**src/rtl/ahb_pkg.sv**
```systemverilog
// ahb_pkg: AHB-Lite encodings, arbiter FSM states and command legality check
package ahb_pkg;
  localparam logic [1:0] HTRANS_IDLE = 2'b00;
  localparam logic [1:0] HTRANS_NONSEQ = 2'b10;
  localparam logic [2:0] HSIZE_BYTE = 3'b000;
  localparam logic [2:0] HSIZE_HALF = 3'b001;
  localparam logic [2:0] HSIZE_WORD = 3'b010;
  typedef enum logic [1:0] {ST_IDLE, ST_ADDR, ST_DATA, ST_ERR} state_t;
  function automatic logic illegal_cmd(input logic [2:0] size, input logic [1:0] lsb);
    return (size > HSIZE_WORD) || (size == HSIZE_WORD && lsb != 2'b00) || (size == HSIZE_HALF && lsb[0]);
  endfunction
endpackage

```
**src/rtl/rr_arb2.sv**
```systemverilog
// rr_arb2: two-way round-robin grant with last-grant register (resets to 1 so requester 0 wins first)
module rr_arb2 (
  input  logic HCLK,
  input  logic HRESETn,
  input  logic en,
  input  logic v0,
  input  logic v1,
  output logic gnt0,
  output logic gnt1
);
  logic last;
  always_comb begin
    gnt0 = en & v0 & (~v1 | last);
    gnt1 = en & v1 & (~v0 | ~last);
  end
  always_ff @(posedge HCLK) begin
    if (!HRESETn) last <= 1'b1;
    else if (gnt0 | gnt1) last <= gnt1;
  end
endmodule

```
**src/rtl/ahb_master_arbiter.sv**
```systemverilog
// ahb_master_arbiter: two requesters arbitrated onto one AHB-Lite master port, one transfer at a time
module ahb_master_arbiter import ahb_pkg::*; #(
  parameter int TIMEOUT_CYCLES = 16
) (
  input  logic        HCLK,
  input  logic        HRESETn,
  input  logic        req0_valid,
  input  logic        req1_valid,
  output logic        req0_ready,
  output logic        req1_ready,
  input  logic        req0_write,
  input  logic        req1_write,
  input  logic [31:0] req0_addr,
  input  logic [31:0] req1_addr,
  input  logic [31:0] req0_wdata,
  input  logic [31:0] req1_wdata,
  input  logic [2:0]  req0_size,
  input  logic [2:0]  req1_size,
  output logic        rsp_valid,
  output logic        rsp_id,
  output logic        rsp_err,
  output logic [31:0] rsp_rdata,
  output logic [31:0] HADDR,
  output logic [1:0]  HTRANS,
  output logic        HWRITE,
  output logic [2:0]  HSIZE,
  output logic [31:0] HWDATA,
  input  logic        HREADY,
  input  logic [31:0] HRDATA
);
  localparam int CW = TIMEOUT_CYCLES < 2 ? 1 : $clog2(TIMEOUT_CYCLES + 1);
  state_t state, state_nx;
  logic gnt0, gnt1, take, bad, done, tmo;
  logic [31:0] c_addr, wdata_q;
  logic [2:0] c_size;
  logic id_q;
  logic [CW-1:0] cnt;
  rr_arb2 u_arb (
    .HCLK(HCLK),
    .HRESETn(HRESETn),
    .en(state == ST_IDLE && HRESETn),
    .v0(req0_valid),
    .v1(req1_valid),
    .gnt0(gnt0),
    .gnt1(gnt1)
  );
  always_comb begin
    req0_ready = gnt0;
    req1_ready = gnt1;
    take = gnt0 | gnt1;
    c_addr = gnt1 ? req1_addr : req0_addr;
    c_size = gnt1 ? req1_size : req0_size;
    bad = illegal_cmd(c_size, c_addr[1:0]);
    done = state == ST_DATA && HREADY;
    // timeout fires on the stalled cycle that brings the count to TIMEOUT_CYCLES
    tmo = TIMEOUT_CYCLES != 0 && state == ST_DATA && !HREADY && cnt == CW'(TIMEOUT_CYCLES - 1);
    state_nx = take ? (bad ? ST_ERR : ST_ADDR) :
               (state == ST_ADDR && HREADY) ? ST_DATA :
               (done || tmo || state == ST_ERR) ? ST_IDLE : state;
    HTRANS = state == ST_ADDR ? HTRANS_NONSEQ : HTRANS_IDLE;
    HWDATA = (state == ST_DATA && HWRITE) ? wdata_q : '0;
  end
  always_ff @(posedge HCLK) begin
    if (!HRESETn) begin
      state <= ST_IDLE;
      HADDR <= '0;
      HWRITE <= 1'b0;
      HSIZE <= HSIZE_BYTE;
      wdata_q <= '0;
      id_q <= 1'b0;
      cnt <= '0;
      rsp_valid <= 1'b0;
      rsp_err <= 1'b0;
      rsp_id <= 1'b0;
      rsp_rdata <= '0;
    end else begin
      state <= state_nx;
      rsp_valid <= done || tmo || state == ST_ERR;
      rsp_err <= tmo || state == ST_ERR;
      rsp_id <= id_q;
      rsp_rdata <= (done && !HWRITE) ? HRDATA : '0;
      cnt <= state == ST_ADDR ? '0 : (state == ST_DATA && !HREADY && cnt != '1) ? cnt + 1'b1 : cnt;
      if (take) begin
        HADDR <= c_addr;
        HSIZE <= c_size;
        HWRITE <= gnt1 ? req1_write : req0_write;
        wdata_q <= gnt1 ? req1_wdata : req0_wdata;
        id_q <= gnt1;
      end
    end
  end
endmodule

```
**config.mk**
```make
export PLATFORM = sky130hd
export DESIGN_NAME = ahb_master_arbiter
export DESIGN_NICKNAME = d
export VERILOG_FILES = /design/src/rtl/ahb_pkg.sv /design/src/rtl/rr_arb2.sv /design/src/rtl/ahb_master_arbiter.sv
export SDC_FILE = /design/constraint.sdc
export NUM_CORES = 1
export LEC_CHECK = 0
export ABC_CLOCK_PERIOD_IN_PS = 2400
export CORE_ASPECT_RATIO = 0.5
export CORE_UTILIZATION = 45
export CTS_BUF_LIST = sky130_fd_sc_hd__clkbuf_4 sky130_fd_sc_hd__clkbuf_8
export CTS_CLUSTER_SIZE = 8
export DETAILED_ROUTE_END_ITERATION = 8
export DONT_BUFFER_PORTS = 1
export GPL_TIMING_DRIVEN = 0
export MAX_ROUTING_LAYER = met4
export SLEW_MARGIN = 20
export SYNTH_ARGS = -nofsm -noshare
export SYNTH_HDL_FRONTEND = slang
export SYNTH_SLANG_ARGS = --single-unit
```
**constraint.sdc**
```tcl
create_clock -name HCLK -period 2.4 [get_ports HCLK]
set_input_delay 0.48 -clock HCLK [delete_from_list [all_inputs] [get_ports HCLK]]
set_output_delay 0.48 -clock HCLK [all_outputs]
set_load 0.02 [all_outputs]
```
; After elaboration in Yosys (flattened, before gate mapping)
; Cells that the tools add are included.
[classes]
n_addsub = 1
magnitude_cmp = 1
n_eq_ne = 7
mux = 10
bitwise = 11
n_reduce_logical = 22
[ops]
columns = op, n
row1 = two-way mux 32 bit, 3
row2 = logical AND 1 bit, 10
row3 = two-way mux 2 bit, 5
row4 = "adder 5 x 1 -> 5 bit, second input constant", 1
row5 = "equality test 5 x 4 -> 1 bit, second input constant", 1
row6 = logical OR 1 bit, 5
row7 = "inequality test 5 bit, second input constant", 1
row8 = AND 1 bit, 4
row9 = "equality test 2 bit, second input constant", 2
row10 = NOT 1 bit, 4
row11 = "equality test 3 x 1 -> 1 bit, second input constant", 1
row12 = "equality test 3 x 2 -> 1 bit, second input constant", 1
row13 = "> comparator 3 x 2 -> 1 bit, second input constant", 1
row14 = two-way mux 3 bit, 1
row15 = bitwise OR 1 bit, 3
row16 = nonzero test 3 bit, 1
row17 = "equality test 2 x 1 -> 1 bit, second input constant", 1
row18 = logical NOT 1 bit, 2
row19 = logical NOT 2 bit, 1
row20 = AND reduction 2 bit, 1
row21 = nonzero test 2 bit, 1
row22 = OR reduction 2 bit, 1
row23 = two-way mux 1 bit, 1
[word_totals]
regBits = 112
input_bits = 173
out_inout_bits = 107
wordCells = 64

; Logic depth before layout (Yosys ltp)
[logic_depth]
depth_word = 11
ltp_mapped = 7
ltp_nobuf = 7

; Hierarchy
; Synthesis repeated with hierarchy kept, for this count alone.
[unflattened]
hier_cells = 483
area_unflattened_um2 = 4773.3
[modules_own_cells]
columns = mod, instances, cells_per_inst, area_each_um2
row1 = ahb_master_arbiter, 1, 475, 4717.0
row2 = rr_arb2, 1, 8, 56.3

; Worst setup path after synthesis
; OpenSTA, ideal clock, no wires.
[synth_path]
path_kind = flip-flop to flip-flop
startpoint = register cnt[0]
endpoint = register cnt[3]
t_arrival_ns = 1.728
required_time_ns = 2.282
slack_ns = 0.554
path_stages_with_launch = 8
period_less_slack_ns = 1.846
path_cell_list = dfxtp_1 > ha_1 > and3_1 > ha_1 > nor4b_2 > nand4_1 > xor2_1 > nor2_1
[synth_via]
elab_chain_len = 2
[synth_lines]
columns = element, line
row1 = from (decl), ahb_master_arbiter.sv:37  ; logic [CW-1:0] cnt;
row2 = from (signal assigned), ahb_master_arbiter.sv:82  ; cnt <= state == ST_ADDR ? '0 : (state == ST_DATA && !HREADY && cnt != '1) ? cnt + 1'b1 : cnt;
row3 = "parallel branches: the longest is 2 deep, another holds adder 5 x 1 -> 5 bit", --
; Parallel ways; which one is timed is not known.
; A chain may end at the register's enable or synchronous reset.

; Final worst setup path
[layout_path]
startpoint = register state[0]
endpoint = output req1_ready
[layout_via]
elab_chain_len = 4
[layout_lines]
columns = element, line
row1 = from (decl), ahb_master_arbiter.sv:32  ; state_t state, state_nx;
row2 = from (signal assigned), ahb_master_arbiter.sv:77  ; state <= state_nx;
row3 = logical NOT 2 bit, ahb_master_arbiter.sv:41  ; .en(state == ST_IDLE && HRESETn),
row4 = logical AND 1 bit, ahb_master_arbiter.sv:41
row5 = AND 1 bit (2 in a row), rr_arb2.sv:14  ; gnt1 = en & v1 & (~v0 | ~last);
row6 = to (decl), ahb_master_arbiter.sv:10  ; output logic req1_ready,
; No other way between the ends.

==> flow_summary.ini <==
[critical_path]
worstSetupStartpoint = state[0]
ff2ff_path_depth = 7
r2r-start = cnt[0]
crit_chain = buf_4 -> nor3b_4 -> nand3_4 -> buf_2 -> inv_2
critical-path-slowest-cell = dfxtp_1
path_delay_family = buffers and inverters
crit_buf_inv = 3
worstPathArrival_ns = 1.77
critPathLaunchType = register
endpoint = req1_ready
worstPathRequired_ns = 1.92
r2r_end = cnt[3]
max_stage_delay_ns = 0.31
cp-end-kind = output pin
crit_type = reg -> out
path_depth = 5
cp_max_fo = 10
rrSetupSlack_ns = 0.39

[yosys]
synth-simple-area-share = 0.130
synthAdderAreaFrac = 0.00822
syn_inst = 473
synth_top_family_by_area = compound AO/OA/AOI/OAI gates
yosysSeqAreaShare = 0.491
synth_warnings = 0
syn_area_um2 = 4570
synth_area_leader_cell = dfxtp_1
synth_xor_area_frac = 0.00576
synth.distinct_cells = 35
ys_ff_latch = 112
netlist.area_leader.share = 0.491
yosys-top-cells-area = dfxtp_1 49%, mux2i_1 15%, and2_1 8.9%, a21oi_1 7.8%, o21ai_0 7.5%
synth_mux_area_frac = 0.151
synth.avg_cell_area_um2 = 9.65
synthesis.nets = 649
synth_compound_area_frac = 0.164

[clock_tree]
cts_inserted_buffers = 9
cts_hold_buf = 0
path_clk_slew_ns = 0.11
post_cts_buffers = 0
insertion_delay_ns = 0.37
cts.path.max_buffers = 2
cts_resized = 5
clock-sinks = 112
cts_root_buf = clkbuf_8
cts_tree = built
h-tree-depth = 3

[placed_design]
gp_congestion = 0.755
dpl.hpwl_um = 8890
port_buffers = 0

[power_and_ir_drop]
total_power_uw = 3750
power_density_nw_per_um2 = 760
p_leak_uw = 0.00223
ir_drop_v = 0.000288

[finish]
syn_to_final_growth_pct = 8.08
nets = 660
mostFrequentLayoutCells = 111 x dfxtp_1, 71 x a21oi_1, 69 x mux2i_1
final_common_cell = dfxtp_1
fill_cells = 942
drive_gt1_frac = 0.0900
fin_util = 0.512

[routing]
vias = 3351
drtIter0Drc = 147
antenna_left = 0
wl_um = 11900
wl_per_cell_um = 19.0
drc = 0
via_per_inst = 5.36
drt_pass1_iterations = 5

[hold_path]
hp-class = in -> reg
hold_depth = 1

[floorplanning]
die_y_um = 73.2
rows = 25
die_w_um = 144
initial_core_util = 0.474
io_pins = 280
coreArea_um2 = 9630
dieArea_um2 = 10600

[timing]
slew_headroom = 0.584
hold_violations = 0
finalSetupTns_ns = 0
grt_setup_unrepaired = no
fin_crit_sh = 0.938
fmax_mhz = 444
skew_ns = 0.0101
min_period_ns = 2.25
slew_violations = 0
tightestPinTransition_ns = 0.622
setup_viol = 0

[global_routing]
track_usage = 0.219
grt-ovfl-total = 0
grt_start_max_net_pins = 20
antenna_found_initial = 1
grt_pass1_wl_um = 16700
grt_pass1_vias = 3189

[outcome]
status = complete, no violations

[run]
drv_cap = 0
-- worst min-delay path by stage --
stage | from | end | slack, ns
final | HRDATA[22] | rsp_rdata[22] | 0.22
after global placement | id_q | rsp_id | 0.44
after global routing | HRDATA[9] | rsp_rdata[9] | 0.19
after detailed placement | id_q | rsp_id | 0.44
after floorplan | id_q | rsp_id | 0.43
after CTS | HRDATA[13] | rsp_rdata[13] | 0.20
-- per-layer routing --
| metal | GRT usage | share of wire |
|---|---|---|
| met1 | 0.261 | 0.43 |
| met3 | 0.0735 | 0.080 |
| met4 | 0.0561 | 0.0050 |
| met2 | 0.357 | 0.49 |
| met5 | - | 0 |
-- synth_stat cells --
library cell / instances
nand2b_1: 2
nor4b_1: 1
o21a_1: 1
dfxtp_1: 112
nand2_1: 4
nand3_1: 1
clkbuf_1: 20
nor2_1: 11
a21o_1: 1
nand3_2: 2
o21ai_0: 68
nor2b_1: 1
and2_1: 65
o31a_1: 1
buf_2: 10
nor3_1: 2
inv_1: 5
xor2_1: 2
buf_1: 1
and3_1: 1
xnor2_1: 1
ha_1: 3
a211oi_1: 3
nand4b_1: 1
nor4_1: 1
nand4_1: 1
mux2i_1: 69
nor3b_4: 1
buf_6: 5
o2bb2ai_1: 1
a21oi_1: 71
nor4b_2: 1
conb_1: 1
buf_4: 2
and3b_1: 1
-- cell families (layout without fill, tap and decap cells) --
kind of cell,after synthesis,in the layout
fa+ha+maj,3,3
simple gates,96,96
compound gates,146,146
xor+xnor,3,3
flops,112,112
other cells,1,2
buf+inv,43,59
mux,69,69
-- metrics by stage --
stage	area [um^2]	std cells	worst slack, ns	hold slack [ns]
finish	4930	625	0.148	0.216
global route	4930	625	0.0447	0.187
CTS	4930	624	0.0286	0.199
detailed placement	4730	608	0.245	0.444
global placement	4730	608	0.263	0.438
floorplan	4570	473	0.554	0.428
-- worst register-to-register path, cell delays in order (launching register included) --
cell and delay [ns]:
dfxtp_1 0.35, ha_1 0.21, and3_1 0.20, ha_1 0.19, nor4b_2 0.58, nand4_1 0.19, xor2_1 0.16, nor2_1 0.05
-- registers in the layout, indices dropped and copies added, names as in the netlist, 2 cells and up --
| signal | count |
|---|---|
| HSIZE | 3 |
| wdata_q | 32 |
| state | 2 |
| cnt | 5 |
| rsp_rdata | 32 |
| HADDR | 32 |
-- report_power, final --
group          internal (uW)  switching, uW  leakage (uW)
clock                    408            670     0.0000966
combinational            212            265       0.00122
sequential              2010            188      0.000915
-- cell type report --
| cell class | count | area (um^2) | share of cell area |
|---|---|---|---|
| diodes | 1 | 2.50 | 0.000507 |
| plain buffers | 38 | 205 | 0.0416 |
| clock buffers | 10 | 131 | 0.0266 |
| clock inverters | 6 | 51.3 | 0.0104 |
| inverters | 5 | 18.8 | 0.00380 |
| multi-input cells | 318 | 2110 | 0.428 |
| flip-flops and latches | 112 | 2240 | 0.455 |
| well taps | 135 | 169 | 0.0342 |
No activity file was read; power rests on OpenSTA's default activity.
